==> config.mk <==
export PLATFORM = sky130hd
export DESIGN_NAME = adder_arbiter
export DESIGN_NICKNAME = d
export VERILOG_FILES = /design/src/rtl/adder_arbiter.sv
export SDC_FILE = /design/constraint.sdc
export NUM_CORES = 1
export LEC_CHECK = 0
export CAP_MARGIN = 10
export CORE_AREA = 2 2 236 238
export CTS_BUF_LIST = sky130_fd_sc_hd__clkbuf_4
export DETAILED_ROUTE_END_ITERATION = 16
export DIE_AREA = 0 0 238 240
export PLACE_DENSITY = 0.56
export SYNTH_ARGS = -nofsm -noshare
export SYNTH_HDL_FRONTEND = slang
export SYNTH_SLANG_ARGS = --single-unit
==> constraint.sdc <==
create_clock -name CLK -period 36.7 [get_ports CLK]
set_clock_uncertainty 0.15 [all_clocks]
set_input_delay 3.67 -clock CLK [delete_from_list [all_inputs] [get_ports CLK]]
set_output_delay 3.67 -clock CLK [all_outputs]
set_load 0.01 [all_outputs]
==> src/rtl/adder_arbiter.sv <==
// adder_arbiter: round-robin scheduler sharing one 64-bit ripple adder among N requesters

// ripple_adder: 64-bit carry-ripple adder with carry-out in bit 64
module ripple_adder (
    input  logic [63:0] i_a,
    input  logic [63:0] i_b,
    output logic [64:0] o_sum
);
    logic w_c;
    // carry ripples bit by bit from LSB to MSB
    always_comb begin
        w_c = 1'b0;
        o_sum = '0;
        for (int i = 0; i < 64; i++) begin
            o_sum[i] = i_a[i] ^ i_b[i] ^ w_c;
            w_c = (i_a[i] & i_b[i]) | (w_c & (i_a[i] ^ i_b[i]));
        end
        o_sum[64] = w_c;
    end
endmodule

module adder_arbiter #(
    parameter int N = 4
) (
    input  logic            CLK,
    input  logic            RST,
    input  logic [N-1:0]    REQ,
    input  logic [64*N-1:0] A_IN,
    input  logic [64*N-1:0] B_IN,
    output logic [N-1:0]    GNT,
    output logic [N-1:0]    DONE,
    output logic [64:0]     SUM,
    output logic            BUSY,
    output logic [15:0]     OPS_CNT
);
    localparam int IW = (N > 1) ? $clog2(N) : 1;

    typedef enum logic [1:0] {S_IDLE, S_EXEC, S_DONE} state_t;

    state_t        r_state, w_next;
    logic [IW-1:0] r_ptr, r_sel, w_win;
    logic [63:0]   r_op_a, r_op_b;
    logic [64:0]   w_add, r_sum;
    logic [N-1:0]  r_gnt, r_done;
    logic [15:0]   r_ops_cnt;

    ripple_adder u_ripple_adder (.i_a(r_op_a), .i_b(r_op_b), .o_sum(w_add));

    // first requester at or after the pointer wins; scanning downward lets the nearest overwrite
    always_comb begin
        w_win = r_ptr;
        for (int k = N - 1; k >= 0; k--)
            if (REQ[(int'(r_ptr) + k) % N]) w_win = IW'((int'(r_ptr) + k) % N);
    end

    // next state: IDLE waits for any request, then EXEC and DONE take one cycle each
    always_comb begin
        w_next = (r_state == S_IDLE) ? ((|REQ) ? S_EXEC : S_IDLE) :
                 (r_state == S_EXEC) ? S_DONE : S_IDLE;
    end

    // state register
    always_ff @(posedge CLK) r_state <= RST ? S_IDLE : w_next;

    // operand latch, result capture, grant/done handshake, pointer and counter
    always_ff @(posedge CLK) begin
        if (RST) begin
            r_ptr     <= '0;
            r_sel     <= '0;
            r_op_a    <= '0;
            r_op_b    <= '0;
            r_sum     <= '0;
            r_gnt     <= '0;
            r_done    <= '0;
            r_ops_cnt <= '0;
        end else begin
            case (r_state)
                S_IDLE: if (|REQ) begin
                    r_op_a <= A_IN[64*w_win +: 64];
                    r_op_b <= B_IN[64*w_win +: 64];
                    r_sel  <= w_win;
                    r_gnt  <= N'(1) << w_win;
                end
                S_EXEC: begin
                    r_sum     <= w_add;
                    r_done    <= N'(1) << r_sel;
                    r_ops_cnt <= r_ops_cnt + 16'd1;
                end
                S_DONE: begin
                    r_done <= '0;
                    r_gnt  <= '0;
                    r_ptr  <= (r_sel == IW'(N - 1)) ? '0 : r_sel + IW'(1);
                end
                default: ;
            endcase
        end
    end

    assign GNT     = r_gnt;
    assign DONE    = r_done;
    assign SUM     = r_sum;
    assign BUSY    = (r_state != S_IDLE);
    assign OPS_CNT = r_ops_cnt;
endmodule

==> impl_metrics.tcl <==
set metrics [dict create \
    io_pins 608 \
    dieWidth_um 238 \
    root_buffer "clkbuf_4" \
    die_h_um 240 \
    period_needed_ns 26.15 \
    place_ws_ns 10.50 \
    syn2layout_area_growth_pct 50.16 \
    crit_start "r_op_a[0]$_SDFFE_PP0P_" \
    synth_fp_nets 2110 \
    crit_cells 68 \
    final_nets 2625 \
    peakVddDrop_mv 0.02205 \
    synth_cell_types 56 \
    endpoint_kind "flop" \
    ys_dominant_reg_cell "dfxtp_1" \
    cts.clk_slew.worst_paths_ns 0.06 \
    grt_usage 0.2255 \
    finalInstanceArea_mm2 0.02157 \
    drc 0 \
    clock_latency_ns 0.78 \
    ant_nets 0 \
    holdPathStages 2 \
    syn_inst 1520 \
    r2r_cells 68 \
    yosysSeqAreaShare 0.3108 \
    fmax_mhz 38.23 \
    final_layout_size_suffix_gt1_frac 0.1240 \
    syn-cell-area_mm2 0.01437 \
    critical_path.endpoint "SUM[63]$_SDFFE_PP0P_" \
    yosysWarnings 0 \
    reg2reg_slack_ns 10.55 \
    fin_tns_setup_ns 0 \
    port_buffers 607 \
    postCtsHoldBufs 0 \
    setup_violations 0 \
    grt_pass1_wl_mm 96.30 \
    firstDrtPassIters 5 \
    post_cts_buffers 0 \
    place_area_mm2 0.02072 \
    rr_startpoint "r_op_a[0]$_SDFFE_PP0P_" \
    worst_pin_slew_ns 1.078 \
    synthArstFlopShare 0 \
    cts_made_buffers 67 \
    start_kind "flop" \
    grt_setup_unrepaired "false" \
    ys_seq_elements 223 \
    grt_overflow 0 \
    slowest_delay_ns 0.44 \
    power_mw 0.7976 \
    hold_violations 0 \
    htree_num_levels 3 \
    crit_buf_inv 3 \
    antenna_found_initial 7 \
    initial_core_util 0.2628 \
    clkSinkCount 223 \
    routed_via_density 5.294 \
    powerDensity_mw_per_mm2 36.98 \
    grt_pass1_vias 15118 \
    slew_headroom 0.2785 \
    core_mm2 0.05466 \
    synth_top_area_share 0.3108 \
    setup_ws_ns 10.55 \
    gp_congestion 0.8782 \
    cts_resized 0 \
    wire_per_inst_um 23.81 \
    drv_cap 0 \
    synth_edf_count 0 \
    grt_max_degree 95 \
    critPathTopFamily "adder cells" \
    min_period_over_period 0.7127 \
    crit_required_ns 37.22 \
    clk_path_buf_depth 3 \
    r2r_end "SUM[63]$_SDFFE_PP0P_" \
    hpwl_mm 49.13 \
    crit_top_cell "fa_1" \
    worstPathArrival_ns 26.67 \
    hold_class "flop to flop" \
    vias 14786 \
    yosysTopAreaCell "dfxtp_1" \
    path_class "flop to flop" \
    drv_slew 0 \
    dr.first_iter.drc_count 794 \
    cts_tree "yes" \
    drt_wl_total_mm 66.49 \
    syn_area_per_cell_um2 9.451 \
    power.leakage_nw 7.817 \
    slowest_stage "fa_1" \
    synth_area_leaders "dfxtp_1 31%, fa_1 8.8%, a221oi_1 8.0%, a211oi_2 7.7%, and4_1 6.0%" \
    die_area_mm2 0.05712 \
    cp_max_fo 2 \
    rows 86 \
    status "finished, final reports clean" \
]
-- layout make-up --
class	instances	area [µm²]
well taps	704	880.8
diodes	8	20.02
repair buffers	630	6266
inverters	13	48.80
clock buffers	92	690.7
flip-flops and latches	223	4464
clock inverters	23	117.6
fillers	5485	33090
multi-input cells	1100	9082
-- report_power, final --
group	total, mW	switching (mW)	leakage [nW]	internal (mW)
clock network	0.238	0.115	0.495	0.123
registers	0.294	0.0229	1.84	0.271
logic	0.266	0.132	5.48	0.134
total	0.798	0.270	7.82	0.528
-- layout by cell type, fill, tap and decap left out, types with 22 or more instances in the layout --
cell | synthesis | layout
clkdlybuf4s50_1 | 0 | 606
dfxtp_1 | 223 | 223
nor2_1 | 222 | 222
a221oi_1 | 132 | 132
and4_1 | 98 | 98
o31a_1 | 94 | 94
clkbuf_4 | 1 | 92
a211oi_2 | 88 | 88
nand3_1 | 75 | 75
mux2i_1 | 67 | 67
fa_1 | 63 | 63
o21ai_1 | 62 | 60
a211oi_1 | 39 | 39
o21ai_0 | 37 | 37
mux2_2 | 24 | 24
buf_4 | 14 | 22
-- synth_stat cells (10+ instances only) --
| library cell | number |
|---|---|
| mux2_1 | 10 |
| nand2_1 | 10 |
| o21ai_1 | 62 |
| inv_1 | 13 |
| a21oi_1 | 10 |
| buf_2 | 49 |
| dfxtp_1 | 223 |
| nor2_1 | 222 |
| mux2_2 | 24 |
| clkbuf_1 | 103 |
| o21ai_0 | 37 |
| a211oi_1 | 39 |
| and4_1 | 98 |
| nand3_1 | 75 |
| o31a_1 | 94 |
| fa_1 | 63 |
| buf_4 | 14 |
| a221oi_1 | 132 |
| a211oi_2 | 88 |
| mux2i_1 | 67 |
-- stage by stage --
stage | hold WS [ns] | utilization | std cells
6_report | 0.3414 | 0.3946 | 2793
5_1_grt | 0.3684 | 0.3946 | 2792
4_1_cts | 0.3459 | 0.3939 | 2784
3_5_place_dp | 0.3313 | 0.3791 | 2669
3_3_place_gp | 0.3230 | 0.3791 | 2669
2_1_floorplan | 0.3192 | - | 1520
-- worst reg2reg max path, delay by kind of cell (launching register included) --
family	cells	cell delay [ns]
buf+inv	3	0.21
flops	1	0.31
fa+ha+maj	64	25.17
compound gates	1	0.22
-- how the worst min path moves through the flow --
stage / start / endpoint
finish: SUM[0]$_SDFFE_PP0P_ / SUM[0]$_SDFFE_PP0P_
detailed placement: SUM[0]$_SDFFE_PP0P_ / SUM[0]$_SDFFE_PP0P_
CTS: GNT[0]$_SDFFE_PP0P_ / GNT[0]$_SDFFE_PP0P_
global placement: SUM[37]$_SDFFE_PP0P_ / SUM[37]$_SDFFE_PP0P_
floorplan: r_sel[1]$_SDFFE_PP0P_ / r_sel[1]$_SDFFE_PP0P_
global route: SUM[45]$_SDFFE_PP0P_ / SUM[45]$_SDFFE_PP0P_
-- logic make-up (layout without fill, tap and decap cells) --
group,Yosys count,after routing,synth area share
compound gates,476,476,0.2836
xor+xnor,14,14,0.008536
fa+ha+maj,72,72,0.09564
buf+inv,197,758,0.06437
flops,223,223,0.3108
mux,101,101,0.07334
other cells,0,8,0
simple gates,437,437,0.1637
-- layer usage --
| metal | track usage | share of wire | vias up |
|---|---|---|---|
| met5 | 0 | 0.00059 | - |
| met4 | 0.06913 | 0.025 | 6 |
| met3 | 0.05362 | 0.062 | 102 |
| met2 | 0.3977 | 0.50 | 536 |
| met1 | 0.2710 | 0.41 | 7257 |
| li1 | - | - | 6885 |
-- sequential cells by signal, indices dropped and copies added (netlist names) --
| signal | cells |
|---|---|
| r_sel | 2 |
| GNT | 4 |
| r_ptr | 2 |
| r_state | 2 |
| r_op_b | 64 |
| OPS_CNT | 16 |
| SUM | 65 |
| r_op_a | 64 |
| DONE | 4 |
Note: power is estimated with default switching activity, not from simulation.
